==> src/rtl/stopwatch_counter.sv <==
// Stopwatch core: run/pause/clear FSM, BCD MM:SS live count, lap-hold display
// and a rollover pulse when the count wraps to 00:00.
module stopwatch_counter #(
  parameter int MINUTE_LIMIT = 60
) (
  input  logic       clk,
  input  logic       n_rst,
  input  logic       second_tick,
  input  logic       start_stop,
  input  logic       clear,
  input  logic       lap,
  output logic       timer_enable,
  output logic [3:0] min_tens,
  output logic [3:0] min_ones,
  output logic [3:0] sec_tens,
  output logic [3:0] sec_ones,
  output logic       lap_active,
  output logic       rollover
);

  typedef enum logic [1:0] {IDLE, RUNNING, PAUSED} state_t;

  localparam logic [3:0] LIM_TENS = 4'((MINUTE_LIMIT - 1) / 10);
  localparam logic [3:0] LIM_ONES = 4'((MINUTE_LIMIT - 1) % 10);

  state_t      state_q, state_d;
  logic        ss_prev_q, ss_prev_d;
  logic        clr_prev_q, clr_prev_d;
  logic        lap_prev_q, lap_prev_d;
  logic [15:0] live_q, live_d;
  logic [15:0] lap_val_q, lap_val_d;
  logic        lap_active_q, lap_active_d;
  logic [15:0] disp_q, disp_d;
  logic        rollover_q, rollover_d;

  logic        ss_edge, clr_edge, lap_edge;
  logic [3:0]  inc_mt, inc_mo, inc_st, inc_so;
  logic [15:0] live_inc;
  logic        wrap;

  assign ss_edge  = start_stop & ~ss_prev_q;
  assign clr_edge = clear & ~clr_prev_q;
  assign lap_edge = lap & ~lap_prev_q;

  // Live count plus one second, digit packing {min_tens, min_ones, sec_tens, sec_ones}
  always_comb begin
    {inc_mt, inc_mo, inc_st, inc_so} = live_q;
    wrap = 1'b0;
    if (inc_so == 4'd9) begin
      inc_so = 4'd0;
      if (inc_st == 4'd5) begin
        inc_st = 4'd0;
        if (inc_mt == LIM_TENS && inc_mo == LIM_ONES) begin
          inc_mt = 4'd0;
          inc_mo = 4'd0;
          wrap   = 1'b1;
        end else if (inc_mo == 4'd9) begin
          inc_mo = 4'd0;
          inc_mt = inc_mt + 4'd1;
        end else begin
          inc_mo = inc_mo + 4'd1;
        end
      end else begin
        inc_st = inc_st + 4'd1;
      end
    end else begin
      inc_so = inc_so + 4'd1;
    end
    live_inc = {inc_mt, inc_mo, inc_st, inc_so};
  end

  always_comb begin
    state_d      = state_q;
    live_d       = live_q;
    lap_val_d    = lap_val_q;
    lap_active_d = lap_active_q;
    rollover_d   = 1'b0;
    ss_prev_d    = start_stop;
    clr_prev_d   = clear;
    lap_prev_d   = lap;

    if (clr_edge) begin
      state_d      = IDLE;
      live_d       = 16'h0000;
      lap_active_d = 1'b0;
    end else begin
      // Lap and tick both look at the pre-transition state and pre-increment count
      if (lap_edge) begin
        if (lap_active_q) begin
          lap_active_d = 1'b0;
        end else if (state_q == RUNNING) begin
          lap_val_d    = live_q;
          lap_active_d = 1'b1;
        end
      end
      if (state_q == RUNNING && second_tick) begin
        live_d     = live_inc;
        rollover_d = wrap;
      end
      if (ss_edge) begin
        case (state_q)
          IDLE:    state_d = RUNNING;
          RUNNING: state_d = PAUSED;
          PAUSED:  state_d = RUNNING;
          default: state_d = IDLE;
        endcase
      end
    end

    disp_d = lap_active_d ? lap_val_d : live_d;
  end

  always_ff @(posedge clk or negedge n_rst) begin
    if (!n_rst) begin
      state_q      <= IDLE;
      ss_prev_q    <= 1'b0;
      clr_prev_q   <= 1'b0;
      lap_prev_q   <= 1'b0;
      live_q       <= 16'h0000;
      lap_val_q    <= 16'h0000;
      lap_active_q <= 1'b0;
      disp_q       <= 16'h0000;
      rollover_q   <= 1'b0;
    end else begin
      state_q      <= state_d;
      ss_prev_q    <= ss_prev_d;
      clr_prev_q   <= clr_prev_d;
      lap_prev_q   <= lap_prev_d;
      live_q       <= live_d;
      lap_val_q    <= lap_val_d;
      lap_active_q <= lap_active_d;
      disp_q       <= disp_d;
      rollover_q   <= rollover_d;
    end
  end

  assign timer_enable = (state_q == RUNNING);
  assign min_tens     = disp_q[15:12];
  assign min_ones     = disp_q[11:8];
  assign sec_tens     = disp_q[7:4];
  assign sec_ones     = disp_q[3:0];
  assign lap_active   = lap_active_q;
  assign rollover     = rollover_q;

endmodule

==> config.mk <==
export PLATFORM = sky130hd
export DESIGN_NAME = stopwatch_counter
export DESIGN_NICKNAME = d
export VERILOG_FILES = /design/src/rtl/stopwatch_counter.sv
export SDC_FILE = /design/constraint.sdc
export NUM_CORES = 1
export LEC_CHECK = 0
export ABC_AREA = 0
export BUFFER_PORTS_ARGS = -buffer_cell sky130_fd_sc_hd__buf_4
export CORE_MARGIN = 8
export CORE_UTILIZATION = 40
export DETAILED_ROUTE_END_ITERATION = 8
export GPL_TIMING_DRIVEN = 1
export PLACE_DENSITY = 0.59
export SETUP_SLACK_MARGIN = 0.5
export SYNTH_ARGS = -nofsm -noshare
export SYNTH_HDL_FRONTEND = slang
export SYNTH_SLANG_ARGS = --single-unit
==> constraint.sdc <==
create_clock -name clk -period 3.1 [get_ports clk]
set_input_delay 0.31 -clock clk [delete_from_list [all_inputs] [get_ports clk]]
set_output_delay 0.31 -clock clk [all_outputs]
set_load 0.05 [all_outputs]
# Word-level counts from Yosys, hierarchy flattened
# Cells that the tools add are included.
[word_totals]
latchBits = 0
romBits = 0
mem_bits_rw = 0
ff_bits = 55
wordCells = 60
inputBits = 6
out_inout_bits = 19
mem_count = 0
[classes]
shifts = 0
bitwise_logic = 6
multipliers = 0
order_cmp = 0
muxes = 30
n_eq_ne = 6
addsub = 4
div_mod_pow = 0
n_reduce_logical = 5
[ops]
columns = ["cell", "count"]
rows = [
  ["16-bit two-way mux", 7],
  ["4-bit two-way mux", 11],
  ["4-bit by 1-bit adder with 4-bit output, second input constant", 4],
  ["1-bit two-way mux", 9],
  ["4-bit by 3-bit == test with 1-bit output, second input constant", 2],
  ["4-bit == test, second input constant", 2],
  ["2-bit two-way mux", 2],
  ["2-bit case mux with 2 select lines", 1],
  ["1-bit AND", 3],
  ["1-bit inverter", 3],
  ["2-bit by 1-bit == test with 1-bit output, second input constant", 1],
  ["2-bit == test, second input constant", 1],
  ["1-bit logical AND", 2],
  ["2-bit logical NOT", 1],
  ["2-bit nonzero test", 1],
  ["2-bit OR reduction", 1],
]

# Logic depth before layout (Yosys ltp)
[logic_depth]
word_depth = 8
mapped_depth = 7
depth_no_buf = 7

# Least setup slack after synthesis
# OpenSTA, ideal clock, no wires.
[synth_timing]
path_type = "register -> register"
from = "register lap_active_q, in the netlist lap_active"
to = "register disp_q[12]"
setup_ps = 120
n_path_buf = 1
setup_slack_ps = 1196
period_less_slack_ps = 1904
arrival_ps = 1784
t_required_ps = 2980
stages_incl_launch_ff = 6
path_cell_list = "dfrtp_1 or3_1 buf_2 nor2_4 mux2_1 o211a_1"
[synth_between]
elab_chain_len = 4
elab_cells_between_ends = 7
classes_between = "mux (7)"
[synth_lines]
columns = ["item", "line", "source"]
rows = [
  ["start, declared", "32", "logic lap_active_q, lap_active_d;"],
  ["start signal, assigned", "131", "lap_active_q <= lap_active_d;"],
  ["16-bit two-way mux", "89", "if (lap_active_q) begin"],
  ["16-bit two-way mux", "88", "if (lap_edge) begin"],
  ["16-bit two-way mux", "82", "if (clr_edge) begin"],
  ["named net lap_val_d[12]", "31", "logic [15:0] lap_val_q, lap_val_d;"],
  ["16-bit two-way mux", "110", "disp_d = lap_active_d ? lap_val_d : live_d;"],
  ["named net disp_d[12]", "33", "logic [15:0] disp_q, disp_d;"],
  ["end signal, assigned", "132", "disp_q <= disp_d;"],
  ["end, declared", "33", ""],
]
# The timed path passes the listed nets, and every way through them passes these cells.
# A chain may end at the register's enable or synchronous reset.

# Worst setup path in the final report
[layout_timing]
from = "register state_q[1]"
to = "register disp_q[12]"
[layout_between]
elab_chain_len = 6
elab_cells_between_ends = 13
classes_between = "eq/ne (1); mux (11); reduce/logical (1)"
[layout_lines]
columns = ["item", "line", "source"]
rows = [
  ["start, declared", "26", "state_t state_q, state_d;"],
  ["start signal, assigned", "125", "state_q <= state_d;"],
  ["2-bit by 1-bit == test with 1-bit output", "91", "end else if (state_q == RUNNING) begin"],
  ["16-bit two-way mux", "91", ""],
  ["16-bit two-way mux", "89", ""],
  ["16-bit two-way mux", "88", ""],
  ["16-bit two-way mux", "82", ""],
  ["named net lap_val_d[12]", "31", ""],
  ["16-bit two-way mux", "110", ""],
  ["named net disp_d[12]", "33", ""],
]
# The timed path passes the listed nets, and every way through them passes these cells.

==> summary.txt <==
Chip Height -> 96.2 um
root buf cell -> clkbuf_8
die area -> 9250 um^2
Critical Path AT -> 2280 ps
largest net degree at the start of global routing -> 56
Synth async-reset ratio -> 1.00
Final min period -> 2080 ps
ANT nets after route -> 0
vias in the first global route -> 1,902
final hold violation count -> 0
post-CTS setup buffer count -> 0
WL/cell -> 15.5 um
Min-Delay Path Class -> in2async
clk_skew -> 5.71 ps
fin worst setup slack -> 1020 ps
CTS tree -> yes
CTS Buf Count -> 5
layout cell share with drive strength beyond 1 -> 0.152
Yosys warnings -> 0
crit path max fanout -> 12
fmax -> 480 MHz
Die W -> 96.2 um
number of fillers in the final layout -> 615
EDFF count, synth -> 0
final WL -> 5490 um
GRT Util Overall -> 0.131
top-area cell type share of the netlist area -> 0.535
drt pass-1 iters -> 4
Cells after Synth -> 260
Static Leakage -> 0.00140 uW
Max Cap Violations -> 0
Place WS -> 1020 ps
Iter 0 DRT Violations -> 87
n_diodes -> 0
VDD IR-drop max -> 0.000273 V
RSZ-0062 raised after global routing -> no
Design Power -> 1470 uW
clk buf depth -> 2
Clock transition at path regs -> 90 ps
total congestion overflow -> 0
Sink Count -> 55
crit end category -> flip-flop
# setup viols final -> 0
H-tree depth -> 2
synthesized area -> 2570 um^2
worst slew pin tran -> 722 ps
Seq/Total Area, Yosys -> 0.535
vias -> 1,898
core footprint -> 6280 um^2
number of synthesized register bits -> 55
Fin Hold WS -> 44.3 ps
fin crit share -> 0.672
area delta synth->final -> 11.5%
Ports -> 25
synth unique cells -> 51
R2R setup slack -> 1020 ps
ranking of synthesized cells by area -> dfrtp_1 (54%), nand2_1 (7.1%), nor2_1 (3.8%)
first-pass GRT wire length -> 9450 um
Relative slew margins -> 0.519
max-slew violation count -> 0
Placed Instances -> 347
Remaining DRCs -> 0
CTS-repair resized insts -> 0
Crit Path Category -> reg2reg
Core Rows -> 29
Avg Cell Area, Syn -> 9.89 um^2
Via density -> 5.36
ys flop type -> dfrtp_1
Initial Util -> 0.410
Startpoint Class -> flip-flop
Final TNS setup -> 0 ps
Post-CTS Hold Fix Bufs -> 0
PortBufs -> 24
Layout Cells excl Fill -> 354
Post-Syn Nets -> 270
initial antenna violation count -> 0
Post-DP HPWL -> 3610 um
cell taking the most area after synthesis -> dfrtp_1
status -> finished clean
Nets -> 287
later-pin clock latency in the skew report -> 300 ps
Routability Congestion -> 0.781
power per cell area -> 513 nW/um^2
WP data required -> 3300 ps
-- cells by family (layout without fill, tap and decap cells) --
family	count (synthesis)	count (layout)	share of synthesized area
compound gates	56	56	0.140
xor+xnor	5	5	0.0170
buf+inv	21	38	0.0404
simple gates	112	112	0.221
fa+ha+maj	4	4	0.0195
flops	55	55	0.535
mux	7	7	0.0277
-- worst max-delay path, cell delays in order, from the launching register on --
cell and delay [ps]:
dfrtp_1 390, nand2b_1 180, or3_1 480, nor2_4 310, mux2_1 370, o211a_1 230
-- path summary, 6_finish.rpt --
| kind | depth (start not counted) | end | start |
|---|---|---|---|
| min in group clk | 1 | ss_prev_q | start_stop |
| max in group asynchronous | 1 | lap_val_q[1] | n_rst |
| setup reg to reg | 5 | disp_q[12] | state_q[1] |
| hold reg to reg | 2 | lap_val_q[8] | lap_val_q[8] |
| setup / recovery | 5 | disp_q[12] | state_q[1] |
| hold / removal | 1 | live_q[13] | n_rst |
-- metrics by stage --
| step | utilization | instance area, um^2 |
|---|---|---|
| floorplan | - | 2570 |
| global placement | 0.443 | 2780 |
| detailed placement | 0.443 | 2780 |
| CTS | 0.457 | 2870 |
| global route | 0.457 | 2870 |
| finish | 0.457 | 2870 |
-- cells in the final DEF (no fill, tap or decap), drive strengths merged, types with 2 or more instances in the layout --
cell type | Yosys | routed
a21oi | 12 | 12
a21o | 2 | 2
nor2b | 4 | 4
a221oi | 3 | 3
mux2i | 6 | 6
ha | 4 | 4
o21ai | 13 | 13
and3 | 3 | 3
xnor2 | 4 | 4
and2 | 2 | 2
dfrtp | 55 | 55
nor4 | 2 | 2
buf | 10 | 26
a22oi | 7 | 7
o22ai | 7 | 7
nand4 | 4 | 4
and3b | 2 | 2
nor3 | 3 | 3
nand2 | 49 | 49
clkbuf | 6 | 6
nand3 | 6 | 6
inv | 5 | 5
nor2 | 28 | 28
nand2b | 3 | 3
a211oi | 3 | 3
-- metal layers --
metal  track usage  up-vias  wire length (um)
li1              -      933                 -
met1         0.173      928              2550
met2         0.203       35              2610
met3        0.0398        2               304
met4        0.0320        0                23
met5             0        -                 0
-- report_power, final --
group | total [uW] | switching [uW] | leakage (uW) | internal, uW
Sequential | 805 | 36.6 | 0.000752 | 768
Clock | 390 | 215 | 0.0000470 | 176
Combinational | 277 | 194 | 0.000602 | 82.9
Total | 1470 | 446 | 0.00140 | 1030
-- cell type report --
class / instances / area [um^2] / share of cell area
tap: 77 / 96.3 / 0.0336
clock buffer: 6 / 82.6 / 0.0288
sequential: 55 / 1380 / 0.480
timing repair buffer: 26 / 195 / 0.0680
multi-input combinational: 184 / 1090 / 0.382
clock inverter: 1 / 5.00 / 0.00174
inverter: 5 / 18.8 / 0.00654
-- state kept, by name, summed over array words and instances, names as in the netlist --
name        flops
clr_prev_q      1
disp_q         16
lap_active      1
lap_prev_q      1
lap_val_q      16
live_q         16
rollover        1
ss_prev_q       1
state_q         2
-- synthesized netlist by cell type (2+ instances only) --
cell type	instances
a211oi_1	3
a21o_1	2
a21oi_1	12
a221oi_1	3
a22oi_1	7
and3_1	3
and3b_1	2
buf_2	5
buf_4	3
clkbuf_1	6
dfrtp_1	55
ha_1	4
inv_1	5
mux2i_1	6
nand2_1	49
nand2b_1	2
nand3_1	6
nand4_1	3
nor2_1	26
nor2b_1	4
nor3_1	2
nor4_1	2
o21ai_0	13
o22ai_1	7
xnor2_1	4
(Power assumes the default switching activity.)
